--- config.mk ---
export PLATFORM = sky130hd
export DESIGN_NAME = mc_datapath
export DESIGN_NICKNAME = d
export VERILOG_FILES = /design/src/rtl/mc_dp_pkg.sv /design/src/rtl/mc_regfile.sv /design/src/rtl/mc_datapath.sv
export SDC_FILE = /design/constraint.sdc
export NUM_CORES = 1
export LEC_CHECK = 0
export BUFFER_PORTS_ARGS = -buffer_cell sky130_fd_sc_hd__buf_4
export CAP_MARGIN = 25
export CORE_MARGIN = 2
export CORE_UTILIZATION = 40
export DETAILED_ROUTE_END_ITERATION = 16
export PLACE_DENSITY = 0.71
export SYNTH_ARGS = -nofsm -noshare
export SYNTH_HDL_FRONTEND = slang
export SYNTH_SLANG_ARGS = --single-unit
--- constraint.sdc ---
create_clock -name clk -period 4.7 [get_ports clk]
set_input_delay 0.94 -clock clk [delete_from_list [all_inputs] [get_ports clk]]
set_output_delay 0.94 -clock clk [all_outputs]
set_load 0.1 [all_outputs]
--- src/rtl/mc_dp_pkg.sv ---
// mc_dp_pkg: shared definitions for the multi-cycle datapath.
//   state_e      controller state encoding
//   ALU_*        alu_op encodings
//   *_MSB/*_LSB  instruction-register field positions
package mc_dp_pkg;

  typedef enum logic [2:0] {
    ST_FETCH  = 3'd0,
    ST_DECODE = 3'd1,
    ST_EXEC   = 3'd2,
    ST_MEM    = 3'd3,
    ST_WB     = 3'd4
  } state_e;

  localparam logic [2:0] ALU_ADD = 3'b000;
  localparam logic [2:0] ALU_SUB = 3'b001;
  localparam logic [2:0] ALU_NOT = 3'b010;
  localparam logic [2:0] ALU_SLL = 3'b011;
  localparam logic [2:0] ALU_SRL = 3'b100;
  localparam logic [2:0] ALU_AND = 3'b101;
  localparam logic [2:0] ALU_OR  = 3'b110;
  localparam logic [2:0] ALU_SLT = 3'b111;

  localparam int OPC_MSB   = 15;
  localparam int OPC_LSB   = 12;
  localparam int RS1_MSB   = 11;
  localparam int RS1_LSB   = 9;
  localparam int RS2_MSB   = 8;
  localparam int RS2_LSB   = 6;
  localparam int RD_MSB    = 5;
  localparam int RD_LSB    = 3;
  localparam int IMM_MSB   = 5;
  localparam int IMM_LSB   = 0;
  localparam int JADDR_MSB = 11;
  localparam int JADDR_LSB = 0;

endpackage

--- src/rtl/mc_regfile.sv ---
// mc_regfile: 8 x DATA_W general-purpose registers.
//   clk, rst_n           clock, async active-low reset (clears all entries)
//   we_i/waddr_i/wdata_i synchronous write port
//   raddr_a_i/rdata_a_o  asynchronous read port A
//   raddr_b_i/rdata_b_o  asynchronous read port B
module mc_regfile #(
  parameter int unsigned DATA_W = 16
) (
  input  logic              clk,
  input  logic              rst_n,
  input  logic              we_i,
  input  logic [2:0]        waddr_i,
  input  logic [DATA_W-1:0] wdata_i,
  input  logic [2:0]        raddr_a_i,
  input  logic [2:0]        raddr_b_i,
  output logic [DATA_W-1:0] rdata_a_o,
  output logic [DATA_W-1:0] rdata_b_o
);

  logic [DATA_W-1:0] regs_q [8];

  always_ff @(posedge clk or negedge rst_n) begin
    if (!rst_n) begin
      for (int i = 0; i < 8; i++) regs_q[i] <= '0;
    end else if (we_i) begin
      regs_q[waddr_i] <= wdata_i;
    end
  end

  assign rdata_a_o = regs_q[raddr_a_i];
  assign rdata_b_o = regs_q[raddr_b_i];

endmodule

--- src/rtl/mc_datapath.sv ---
// mc_datapath: multi-cycle datapath, one instruction in flight.
//   clk, rst_n            clock, async active-low reset
//   jump..reg_write_en    decoded controls (functions of opcode)
//   alu_op                ALU operation select
//   opcode                IR[15:12] back to the control unit
//   imem_*                instruction fetch req/ack port
//   dmem_*                data req/ack port, request held until ack
//   pc, retire            current PC, one-cycle pulse per retired instruction
//
// state     | meaning
// ----------+-----------------------------------------------------------
// ST_FETCH  | request IR from imem at pc, wait for ack
// ST_DECODE | latch operands A/B from the register file
// ST_EXEC   | ALU op, latch ALUOut/zero, resolve jump/branch
// ST_MEM    | data access at ALUOut, wait for ack
// ST_WB     | register write-back, advance pc
module mc_datapath
  import mc_dp_pkg::*;
#(
  parameter int unsigned DATA_W   = 16,
  parameter int unsigned PC_W     = 16,
  parameter int unsigned DADDR_W  = 16,
  parameter int unsigned RESET_PC = 0
) (
  input  logic               clk,
  input  logic               rst_n,
  input  logic               jump,
  input  logic               beq,
  input  logic               bne,
  input  logic               mem_read_en,
  input  logic               mem_write_en,
  input  logic               alu_src,
  input  logic               reg_dst,
  input  logic               mem_to_reg,
  input  logic               reg_write_en,
  input  logic [2:0]         alu_op,
  output logic [3:0]         opcode,
  output logic               imem_req,
  output logic [PC_W-1:0]    imem_addr,
  input  logic               imem_ack,
  input  logic [15:0]        imem_rdata,
  output logic               dmem_req,
  output logic               dmem_we,
  output logic [DADDR_W-1:0] dmem_addr,
  output logic [DATA_W-1:0]  dmem_wdata,
  input  logic               dmem_ack,
  input  logic [DATA_W-1:0]  dmem_rdata,
  output logic [PC_W-1:0]    pc,
  output logic               retire
);

  state_e            state_q, state_d;
  logic [PC_W-1:0]   pc_q, pc_d;
  logic [15:0]       ir_q, ir_d;
  logic [DATA_W-1:0] a_q, a_d, b_q, b_d, alu_q, alu_d, mdr_q, mdr_d;
  logic              zero_q, zero_d;
  logic              retire_q, retire_d;
  logic              run_q;

  logic [DATA_W-1:0] rf_a, rf_b, rf_wdata, imm_sext, alu_b, alu_res;
  logic [2:0]        rf_waddr;
  logic              rf_we, alu_zero, br_taken;
  logic [PC_W-1:0]   pc_plus1, pc_branch, pc_jump;

  mc_regfile #(.DATA_W(DATA_W)) u_rf (
    .clk       (clk),
    .rst_n     (rst_n),
    .we_i      (rf_we),
    .waddr_i   (rf_waddr),
    .wdata_i   (rf_wdata),
    .raddr_a_i (ir_q[RS1_MSB:RS1_LSB]),
    .raddr_b_i (ir_q[RS2_MSB:RS2_LSB]),
    .rdata_a_o (rf_a),
    .rdata_b_o (rf_b)
  );

  assign rf_waddr = reg_dst ? ir_q[RD_MSB:RD_LSB] : ir_q[RS2_MSB:RS2_LSB];
  assign rf_wdata = mem_to_reg ? mdr_q : alu_q;

  assign imm_sext = {{(DATA_W-6){ir_q[IMM_MSB]}}, ir_q[IMM_MSB:IMM_LSB]};
  assign alu_b    = alu_src ? imm_sext : b_q;

  always_comb begin
    alu_res = '0;
    case (alu_op)
      ALU_ADD: alu_res = a_q + alu_b;
      ALU_SUB: alu_res = a_q - alu_b;
      ALU_NOT: alu_res = ~a_q;
      ALU_SLL: alu_res = a_q << alu_b[3:0];
      ALU_SRL: alu_res = a_q >> alu_b[3:0];
      ALU_AND: alu_res = a_q & alu_b;
      ALU_OR:  alu_res = a_q | alu_b;
      ALU_SLT: alu_res = {{(DATA_W-1){1'b0}}, ($signed(a_q) < $signed(alu_b))};
      default: alu_res = '0;
    endcase
  end

  // Branches resolve on the same-cycle ALU result so a taken branch retires
  // straight out of EXEC; zero_q keeps the architectural copy of the flag.
  assign alu_zero = (alu_res == '0);
  assign br_taken = (beq & alu_zero) | (bne & ~alu_zero);

  logic unused_zero;
  assign unused_zero = zero_q;

  assign pc_plus1  = pc_q + PC_W'(1);
  assign pc_branch = pc_plus1 + {{(PC_W-6){ir_q[IMM_MSB]}}, ir_q[IMM_MSB:IMM_LSB]};

  // Jump keeps the upper region of pc+1 and replaces the low 12 bits.
  if (PC_W > 12) begin : g_jump_hi
    assign pc_jump = {pc_plus1[PC_W-1:12], ir_q[JADDR_MSB:JADDR_LSB]};
  end else begin : g_jump_lo
    assign pc_jump = ir_q[JADDR_MSB:JADDR_LSB];
  end

  always_comb begin
    state_d  = state_q;
    pc_d     = pc_q;
    ir_d     = ir_q;
    a_d      = a_q;
    b_d      = b_q;
    alu_d    = alu_q;
    mdr_d    = mdr_q;
    zero_d   = zero_q;
    retire_d = 1'b0;
    rf_we    = 1'b0;
    unique case (state_q)
      ST_FETCH: begin
        if (imem_req && imem_ack) begin
          ir_d    = imem_rdata;
          state_d = ST_DECODE;
        end
      end
      ST_DECODE: begin
        a_d     = rf_a;
        b_d     = rf_b;
        state_d = ST_EXEC;
      end
      ST_EXEC: begin
        alu_d  = alu_res;
        zero_d = alu_zero;
        if (jump || br_taken) begin
          pc_d     = jump ? pc_jump : pc_branch;
          retire_d = 1'b1;
          state_d  = ST_FETCH;
        end else if (mem_read_en || mem_write_en) begin
          state_d = ST_MEM;
        end else if (reg_write_en) begin
          state_d = ST_WB;
        end else begin
          pc_d     = pc_plus1;
          retire_d = 1'b1;
          state_d  = ST_FETCH;
        end
      end
      ST_MEM: begin
        if (dmem_ack) begin
          // A simultaneous read+write request behaves as a plain store.
          if (mem_write_en) begin
            pc_d     = pc_plus1;
            retire_d = 1'b1;
            state_d  = ST_FETCH;
          end else begin
            mdr_d   = dmem_rdata;
            state_d = ST_WB;
          end
        end
      end
      ST_WB: begin
        rf_we    = reg_write_en;
        pc_d     = pc_plus1;
        retire_d = 1'b1;
        state_d  = ST_FETCH;
      end
      default: state_d = ST_FETCH;
    endcase
  end

  always_ff @(posedge clk or negedge rst_n) begin
    if (!rst_n) begin
      state_q  <= ST_FETCH;
      pc_q     <= PC_W'(RESET_PC);
      ir_q     <= '0;
      a_q      <= '0;
      b_q      <= '0;
      alu_q    <= '0;
      mdr_q    <= '0;
      zero_q   <= 1'b0;
      retire_q <= 1'b0;
      run_q    <= 1'b0;
    end else begin
      state_q  <= state_d;
      pc_q     <= pc_d;
      ir_q     <= ir_d;
      a_q      <= a_d;
      b_q      <= b_d;
      alu_q    <= alu_d;
      mdr_q    <= mdr_d;
      zero_q   <= zero_d;
      retire_q <= retire_d;
      run_q    <= 1'b1;
    end
  end

  // run_q holds off the first fetch request until the first edge after reset.
  assign imem_req   = (state_q == ST_FETCH) && run_q;
  assign imem_addr  = pc_q;
  assign dmem_req   = (state_q == ST_MEM);
  assign dmem_we    = dmem_req & mem_write_en;
  assign dmem_addr  = alu_q[DADDR_W-1:0];
  assign dmem_wdata = b_q;
  assign opcode     = ir_q[OPC_MSB:OPC_LSB];
  assign pc         = pc_q;
  assign retire     = retire_q;

endmodule

# Yosys cells after proc, flatten, opt, wreduce, memory -nomap -nowiden
# Index checks and enable logic that the tools add are counted.
[classes]
addsub = 4
multipliers = 0
n_div = 0
magnitude_cmp = 5
eq_ne = 16
shift = 2
muxes = 34
n_bitwise = 12
n_reduce_logical = 13
[ops]
columns = ["cell", "n"]
rows = [
  ["two-way mux 16 bit", 13],
  ["bitwise mux 128 bit", 1],
  ["case mux 16 bit (8 select lines)", 1],
  ["binary-select mux 16 bit (select 3 bit)", 2],
  ["demux 16 bit (select 3 bit)", 1],
  ["case mux 16 bit (3 select lines)", 1],
  ["adder 16 bit", 2],
  ["two-way mux 3 bit", 7],
  ["adder 16 x 1 -> 16 bit, second input constant", 1],
  ["bitwise AND 16 bit", 1],
  ["logical NOT 16 bit", 1],
  ["< comparator 16 bit", 1],
  ["inverter 16 bit", 1],
  ["bitwise OR 16 bit", 1],
  ["<< shifter 16 x 4 -> 16 bit", 1],
  [">> shifter 16 x 4 -> 16 bit", 1],
  ["subtractor 16 bit", 1],
  ["== test 3 bit, second input constant", 5],
  ["== test 3 x 2 -> 1 bit, second input constant", 4],
  [">= comparator 4 bit, second input constant", 3],
  ["inverter 3 -> 4 bit", 3],
  ["case mux 3 bit (4 select lines)", 1],
  ["== test 3 x 1 -> 1 bit, second input constant", 2],
  ["logical NOT 3 bit", 2],
  ["15 further kinds", 29],
]
[word_totals]
register_bits = 229
latchBits = 0
ramBits = 0
mem_bits_ro = 0
in_bits = 48
out_inout_bits = 72
word_cells = 103
mem_count = 0

# Longest topological paths before layout
# Gate-level depths: netlist of run 1.
[depth]
ltp_word = 10
mapped_depth = 22

# Hierarchy
# From an unflattened synthesis of run 1, not the netlist that was laid out.
[hier_totals]
hier_cells = 1516
area_unflattened_um2 = 16594.7
[by_module_without_submodules]
columns = ["module", "instances", "cells_per_inst", "area_each_um2", "seq_area_each_um2"]
rows = [
  ["mc_datapath", 1, 1123, 9594.2, 2527.4],
  ["mc_regfile", 1, 393, 7000.5, 3203.1],
]

# Worst setup path before layout of run 1
# OpenSTA, ideal clock, no wires.
[synth_timing]
kind = "reg-to-reg"
from = "register state_q[0]"
to = "register ir_q[10]"
setup_time_ns = 0.125
arrival_time_ns = 5.315
required_ns = 4.575
path_slack_ns = -0.739
path_stages_with_launch = 6
synth_period_minus_slack_ns = 5.439
cell_sequence = "dfrtp_1 -> clkbuf_1 -> nor4b_1 -> nand2_1 -> clkbuf_1 -> mux2_2"
[synth_between]
elab_chain_cells = 4
[synth_lines]
columns = ["element", "line_no", "rtl"]
rows = [
  ["start: declaration", "mc_datapath.sv:52", "state_e state_q, state_d;"],
  ["start signal: assignment", "mc_datapath.sv:192", "state_q <= state_d;"],
  ["logical NOT 3 bit", "mc_datapath.sv:206", "assign imem_req = (state_q == ST_FETCH) && run_q;"],
  ["logical AND 1 bit", "mc_datapath.sv:206", ""],
  ["net imem_req", "mc_datapath.sv:38", "output logic imem_req,"],
  ["logical AND 1 bit", "mc_datapath.sv:129", "if (imem_req && imem_ack) begin"],
  ["AND reduction 2 bit (no line)", "-", ""],
  ["end signal: assignment", "mc_datapath.sv:194", "ir_q <= ir_d;"],
  ["end: declaration", "mc_datapath.sv:54", "logic [15:0] ir_q, ir_d;"],
]
# The timed path passes the listed nets, and every way through them passes these cells.
# A chain may end at the register's enable or synchronous reset.

# Final worst setup path of run 1
[layout_timing]
from = "input alu_src"
to = "register pc_q[12] (netlist: imem_addr[12])"
[layout_between]
elab_chain_cells = 10
[layout_lines]
columns = ["element", "line_no", "rtl"]
rows = [
  ["start: declaration", "mc_datapath.sv:32", "input logic alu_src,"],
  ["two-way mux 16 bit *", "mc_datapath.sv:81", "assign alu_b = alu_src ? imm_sext : b_q;"],
  ["subtractor 16 bit (tied with other cells)", "mc_datapath.sv:87", "ALU_SUB: alu_res = a_q - alu_b;"],
  ["case mux 16 bit (8 select lines) *", "mc_datapath.sv:85", "case (alu_op)"],
  ["logical NOT 16 bit *", "mc_datapath.sv:100", "assign alu_zero = (alu_res == '0);"],
  ["inverter 1 bit", "mc_datapath.sv:101", "assign br_taken = (beq & alu_zero) | (bne & ~alu_zero);"],
  ["bitwise AND 1 bit", "mc_datapath.sv:101", ""],
  ["bitwise OR 1 bit *", "mc_datapath.sv:101", ""],
  ["logical OR 1 bit *", "mc_datapath.sv:142", "if (jump || br_taken) begin"],
  ["!= test 3 bit (no line) / two-way mux 16 bit (equally long branches)", "-", ""],
  ["AND reduction 5 bit (no line) / case mux 16 bit (3 select lines) (equally long branches)", "-", ""],
  ["end signal: assignment", "mc_datapath.sv:182", "pc_q <= PC_W'(RESET_PC);"],
  ["end signal: assignment", "mc_datapath.sv:193", "pc_q <= pc_d;"],
  ["end: declaration", "mc_datapath.sv:53", "logic [PC_W-1:0] pc_q, pc_d;"],
]
# Mark *: on every way between the ends. The rest lies on a longest branch, timed or not.

==> flow_summary_export.csv, run 1 <==
group,metric,value,unit
detailed_routing,vias,15140,
sta,setup_viol,0,
sta,relSlewSlack,33.07,%
cts,clk_transition_reported_paths,0.07,ns
placement,port_buffers,119,
sta,worstMarginPinSlew,1.004,ns
floorplanning,die_width,205.2,um
global_routing,grt_max_degree,124,
detailed_routing,routed_wl,56.63,mm
sta,hold_viol_final,0,
global_routing,grt_pass1_vias,14710,
detailed_routing,drt_iter0_drc,1460,
detailed_routing,firstDrtPassIters,6,
yosys,ys_ff_latch,229,
critical_path,crit_chain,"buf_4 -> buf_4 -> mux2i_4 -> inv_2 -> buf_4 -> ha_1 -> a21o_1 -> a21o_1 -> a221o_1 -> a221o_1 -> a211oi_4 -> nor4b_4 -> and4_1 -> and4_4 -> nand2_4 -> a21oi_4 -> mux2_1 -> mux2_2",
critical_path,cp_top_family,"compound AO/OA/AOI/OAI gates",
sta,fmaxAchievable,0.2184,GHz
critical_path,cpPeakStageDelay,0.39,ns
layout,final_cells,2515,
global_routing,grt_pass1_wl,86.48,mm
floorplanning,num_rows,73,
yosys,synthesis.area,16200,um^2
yosys,synth_edf_count,0,
cts,cts_tree,"built",
sta,min_period_over_period,97.42,%
floorplanning,die_h,205.2,um
cts,cts_buffer_depth,3,
placement,hpwlAfterDp,42.60,mm
critical_path,path_buf_inv,4,
job,maxCapViolations,0,
layout,area_delta_synth_final,24.45,%
global_routing,grt.overflow.total,0,
floorplanning,die-area,42120,um^2
critical_path,path_max_fanout,6,
critical_path,cp-end-kind,"flip-flop",
layout,final_nets,2092,
yosys,ys_seq_area_share,35.38,%
cts,clock_sinks,229,
sta,clock_skew,0.02923,ns
yosys,synthArstFlopShare,100.0,%
detailed_routing,via_per_inst,6.021,
cts,h-tree-depth,1,
cts,clk_latency,0.54,ns
detailed_routing,wl_per_cell,22.52,um
critical_path,crit_required,5.12,ns
pwr,peakVddDrop,0.0003851,V
yosys,syn_inst,1716,
sta,period_needed,4.579,ns
outcome,status,"completed",
layout,drive_gt1_share,30.20,%
detailed_routing,drcViolationCount,0,
floorplanning,start_util,40.67,%
yosys,synth.distinct_cells,95,
sta,rsz0062_at_grt,"false",
cts,numCtsBuffers,24,
yosys,syn_nets,1834,
critical_path,startpoint,"alu_src",
floorplanning,io-pin-count,120,
floorplanning,core-area,39820,um^2
placement,preCtsSetupSlack,-0.5907,ns
critical_path,critPathKind,"primary input to flip-flop",
cts,clockRootBuffer,"clkbuf_16",
cts,cts_hold_buf,0,
critical_path,worstSetupStartpointType,"primary input",
yosys,synth_ff_type,"dfrtp_1",
critical_path,reg2reg_from,"ir_q[5]",
sta,slew_violations,0,
placement,dp_cells,2471,
placement,place.gp.congestion,1.029,
global_routing,grt_use_total,26.68,%
yosys,syn_area_per_cell,9.438,um^2
hold_path,worstHoldPathType,"primary input to asynchronous set/reset pin",
sta,setup_ws,0.1215,ns
sta,hold_ws,0.3938,ns
pwr,leakage,9.191,nW
pwr,p_per_area,730.6,nW/um^2
critical_path,crit_top_cell,"buf_4",
yosys,yosys_warnings,0,
critical_path,slowest_stage,"a221o_1",
layout,antenna_cells,0,
detailed_routing,ant_nets,0,
critical_path,arrival,5.00,ns
global_routing,antenna_found_initial,1,
## report_power, final
| part | switching [mW] | total [mW] | leakage (nW) | internal [mW] |
|---|---|---|---|---|
| clock | 0.801 | 2.09 | 0.422 | 1.29 |
| sequential | 0.534 | 2.83 | 3.02 | 2.30 |
| combinational | 6.15 | 9.80 | 5.74 | 3.65 |
| total | 7.48 | 14.7 | 9.19 | 7.24 |
## layout make-up
| class | count | area, um^2 |
|---|---|---|
| clock buffer | 32 | 681.9 |
| tap | 525 | 656.9 |
| timing repair buffer | 369 | 2809 |
| clock inverter | 10 | 185.2 |
| fill | 3660 | 19670 |
| multi-input combinational | 1283 | 9833 |
| inverter | 67 | 256.5 |
| sequential | 229 | 5733 |
## what timing repair did
action                     CTS  global route
setup endpoints to repair    4            18
resized for setup            1            18
pin swaps                    2             7
buffers inserted             1             1
## cell usage in the layout (no fill, tap or decap), drive strengths merged, types with 9 or more instances in the layout
cell type and count:
or3 9, nor2b 15, a21o 12, a221oi 9
o21bai 10, o22ai 9, mux2 38, clkbuf 32
dfrtp 229, mux2i 95, a211oi 17, o211ai 17
nand4 11, mux4 75, ha 67, a21oi 122
nor3 36, and3 10, o21ai 138, a31oi 13
inv 68, nand2b 9, nor2 140, o31ai 11
nand3 32, xnor2 22, buf 369, nand2 206
nor4 10, a22oi 10
## state kept, by name, summed over array words and instances (netlist names)
signal and flops:
dmem_wdata 16, a_q 16, run_q 1, imem_addr 16, retire 1, dmem_addr 16
ir_q 16, u_rf.regs_q 128, state_q 3, mdr_q 16
## final timing paths
check	to	slack (ns)	depth (start not counted)
setup reg to reg	imem_addr[3]	0.27	19
max in group asynchronous	u_rf.regs_q[30]	3.04	2
min in group clk	u_rf.regs_q[93]	0.50	2
hold reg to reg	u_rf.regs_q[93]	0.50	2
setup / recovery	imem_addr[12]	0.12	18
hold / removal	imem_addr[15]	0.39	1
## Yosys cell counts (5+ instances only)
master / number / area share (%)
dfrtp_1: 229 / 35
nand2_1: 205 / 4.8
nor2_1: 139 / 3.2
o21ai_0: 136 / 4.2
a21oi_1: 121 / 3.7
mux2i_1: 92 / 5.7
clkbuf_1: 91 / 2.1
mux4_2: 75 / 10
ha_1: 67 / 5.2
inv_1: 63 / 1.5
nor3_1: 36 / 1.1
mux2_2: 35 / 2.4
nand3_1: 32 / 0.99
xnor2_1: 22 / 1.2
buf_4: 21 / 0.97
o211ai_1: 17 / 0.79
a211oi_1: 16 / 0.74
nor2b_1: 15 / 0.58
a31oi_1: 12 / 0.46
a21o_1: 11 / 0.51
buf_2: 11 / 0.34
nand4_1: 11 / 0.42
o31ai_1: 11 / 0.51
a22oi_1: 10 / 0.46
and3_1: 10 / 0.39
buf_1: 10 / 0.23
nor4_1: 10 / 0.39
o21bai_1: 10 / 0.46
nand2b_1: 9 / 0.35
o22ai_1: 9 / 0.35
or3_1: 9 / 0.35
or2_2: 8 / 0.31
xor2_1: 8 / 0.43
nor3b_1: 7 / 0.32
a211o_1: 6 / 0.32
a221oi_1: 6 / 0.32
and2_1: 6 / 0.23
o2111ai_1: 6 / 0.32
o21a_1: 6 / 0.28
a221o_1: 5 / 0.31
a311oi_1: 5 / 0.27
o221ai_1: 5 / 0.27
## stage by stage
stage               power (mW)  area [um^2]  setup TNS [ns]  util (%)
finish                   14.73        20160               0     50.61
global route             15.41        20160               0     50.61
floorplan                8.937        16400          -2.006         -
detailed placement       12.38        19190          -9.812     48.18
global placement         12.27        19140          -9.426     48.07
CTS                      14.51        20070               0     50.39
## worst reg2reg max path, stage by stage (launching register included)
cell,delay (ns)
dfrtp_1,0.38
inv_1,0.18
nor2_1,0.09
buf_6,0.15
a21oi_1,0.17
buf_4,0.16
ha_1,0.25
buf_4,0.15
nor2_1,0.19
nand3_1,0.18
a221oi_2,0.31
mux2i_1,0.09
or4_1,0.56
a211o_1,0.34
buf_4,0.18
o21ai_4,0.25
a21o_4,0.20
inv_4,0.08
buf_4,0.17
a221oi_2,0.26
## per-layer routing
metal | up-vias | global-route usage, % | wire length, um
met5 | - | 0 | 17
met4 | 2 | 11.05 | 2323
met3 | 140 | 3.263 | 3973
met2 | 655 | 43.29 | 26990
met1 | 7555 | 36.25 | 23330
li1 | 6790 | - | -
## cell families after synthesis
logic type,after synthesis,synth area share (%)
muxes,208,19.12
adders and majority gates,70,5.547
DFF,229,35.38
other,1,0.02315
buffers and inverters,204,5.516
xor gates and xnor gates,30,1.622
AOI/OAI and AO/OA,454,18.16
and+or+nand+nor,520,14.63
(Power assumes the default switching activity.)
==> run 2: changes to the inputs <==
--- a/config.mk
+++ b/config.mk
@@ -6,11 +6,12 @@
 export NUM_CORES = 1
 export LEC_CHECK = 0
 export BUFFER_PORTS_ARGS = -buffer_cell sky130_fd_sc_hd__buf_4
-export CAP_MARGIN = 25
+export CAP_MARGIN = 20
 export CORE_MARGIN = 2
 export CORE_UTILIZATION = 40
 export DETAILED_ROUTE_END_ITERATION = 16
-export PLACE_DENSITY = 0.71
+export PLACE_DENSITY = 0.69
+export SETUP_SLACK_MARGIN = 0.3
 export SYNTH_ARGS = -nofsm -noshare
 export SYNTH_HDL_FRONTEND = slang
 export SYNTH_SLANG_ARGS = --single-unit
==> constraint.sdc (replaced) <==
create_clock -name clk -period 5.9 [get_ports clk]
set_input_delay 1.18 -clock clk [delete_from_list [all_inputs] [get_ports clk]]
set_output_delay 1.18 -clock clk [all_outputs]
set_load 0.1 [all_outputs]
==> flow_summary_export.csv, run 2 (synthesized netlist as in run 1, its figures left out) <==
group,metric,value,unit
critical_path,critPathKind,"primary input to flip-flop",
placement,hpwlAfterDp,39.32,mm
pwr,p_per_area,569.1,nW/um^2
global_routing,antenna_found_initial,0,
critical_path,cp-end-kind,"flip-flop",
layout,utilization,46.47,%
cts,cts_tree,"built",
cts,postCtsSetupBuffers,0,
sta,fmaxAchievable,0.1901,GHz
sta,worstMarginPinSlew,1.068,ns
layout,fill_cells,3737,
pwr,peakVddDrop,0.0003093,V
sta,relSlewSlack,28.75,%
global_routing,grt.overflow.total,0,
cts,numCtsBuffers,24,
floorplanning,die_h,205.2,um
floorplanning,start_util,40.67,%
layout,antenna_cells,0,
sta,tns,0,ns
placement,port_buffers,119,
floorplanning,io-pin-count,120,
sta,period_needed,5.261,ns
sta,slew_violations,0,
cts,cts_resized,0,
detailed_routing,via_per_inst,6.137,
floorplanning,core-area,39820,um^2
detailed_routing,ant_nets,0,
sta,hold_viol_final,0,
cts,cts_hold_buf,0,
placement,place.gp.congestion,1.048,
detailed_routing,vias,14330,
layout,drive_gt1_share,21.22,%
global_routing,grt_max_degree,143,
critical_path,path_max_fanout,18,
detailed_routing,drcViolationCount,0,
layout,final_cell_mix,"dfrtp_1 (227), nand2_1 (205), buf_4 (188)",
layout,multi_input_area,9605,um^2
pwr,p_total,10.53,mW
pwr,leakage,8.254,nW
critical_path,crit_chain,"buf_4 -> mux2i_2 -> ha_1 -> buf_4 -> and3_1 -> a221oi_1 -> a2bb2oi_1 -> mux2i_1 -> nor4_1 -> o211a_1 -> and4_1 -> nand4_1 -> o21ai_4 -> a21o_2 -> inv_4 -> o21a_1 -> o2bb2a_1",
floorplanning,die-area,42120,um^2
outcome,status,"completed",
layout,ff_latch_area,5733,um^2
detailed_routing,firstDrtPassIters,7,
sta,rsz0062_at_grt,"false",
detailed_routing,drt_iter0_drc,1263,
layout,area_delta_synth_final,14.28,%
critical_path,worstSetupStartpointType,"primary input",
critical_path,arrival,5.67,ns
global_routing,grt_use_total,25.72,%
cts,clockRootBuffer,"clkbuf_16",
sta,setup_viol,0,
floorplanning,num_rows,73,
detailed_routing,routed_wl,54.40,mm
global_routing,grt_pass1_wl,82.59,mm
sta,min_period_over_period,89.17,%
critical_path,crit_required,6.31,ns
critical_path,cpPeakStageDelay,0.51,ns
layout,largest_reg_flops,128,
job,maxCapViolations,0,
layout,final_common_cell,"dfrtp_1",
critical_path,crit_top_cell,"buf_4",
floorplanning,die_width,205.2,um
cts,clk_transition_reported_paths,0.06,ns
cts,h-tree-depth,1,
cts,clock_sinks,229,
layout,final_nets,1914,
cts,clk_latency,0.53,ns
critical_path,slowest_stage,"nor4_1",
sta,clock_skew,0.008558,ns
detailed_routing,wl_per_cell,23.30,um
layout,regMostFlops,"u_rf.regs_q",
cts,cts_buffer_depth,3,
global_routing,grt_pass1_vias,13790,
hold_path,worstHoldPathType,"flip-flop to flip-flop",
-- run 2: cell count changes in the layout (fill, tap and decap cells not counted), moves of 3 or more --
cell | before | now
bufinv_16 | 5 | 2
a21oi_2 | 7 | 1
buf_4 | 365 | 188
ha_1 | 63 | 67
a21oi_1 | 114 | 121
-- run 2: worst paths after layout --
path                                   from               end  slack, ns  cells past startpoint
min in group asynchronous             rst_n      imem_addr[3]       0.63                      1
setup reg to reg                    ir_q[5]      imem_addr[2]       1.01                     21
setup / recovery                    alu_src      imem_addr[2]       0.64                     17
hold / removal             u_rf.regs_q[122]  u_rf.regs_q[122]       0.50                      2
max in group asynchronous             rst_n   u_rf.regs_q[11]       3.94                      2
hold reg to reg            u_rf.regs_q[122]  u_rf.regs_q[122]       0.50                      2
-- run 2: power breakdown --
group          switching, mW  internal, mW  total, mW
clock network          0.618         0.907       1.53
logic                   4.49          2.14       6.63
registers              0.554          1.83       2.38
total                   5.66          4.88       10.5
-- run 2: cell type report --
| class | instances | area share (%) |
|---|---|---|
| Clock inverter | 5 | 0.4259 |
| Sequential cell | 229 | 30.98 |
| Multi-Input combinational cell | 1283 | 51.90 |
| Inverter | 67 | 1.386 |
| Tap cell | 525 | 3.549 |
| Clock buffer | 35 | 3.799 |
| Timing Repair Buffer | 191 | 7.964 |
-- run 2: worst max-delay path: cells and delay by family --
| family | cells | cell delay, ns |
|---|---|---|
| simple gates | 4 | 1.23 |
| compound gates | 7 | 1.80 |
| fa+ha+maj | 1 | 0.32 |
| buf+inv | 3 | 0.53 |
| mux | 2 | 0.61 |
-- run 2: per-stage QoR --
step / instances / hold slack [ns] / setup WS (ns) / cell area (um^2)
final: 2335 / 0.5015 / 0.6391 / 18510
after floorplan: 1716 / 0.4609 / 0.3069 / 16200
after global routing: 2335 / 0.5147 / 0.4028 / 18510
after detailed placement: 2294 / 0.4882 / 0.2153 / 17700
after global placement: 2294 / 0.4738 / 0.2301 / 17700
after CTS: 2334 / 0.5013 / 0.7337 / 18480
-- run 2: per-layer routing --
layer / vias up / part of all wire, % / track usage (%)
met5: - / 0 / 0
met4: 0 / 5.7 / 14.00
met3: 171 / 7.2 / 3.468
met2: 704 / 46 / 40.63
met1: 7024 / 41 / 34.34
li1: 6432 / - / -
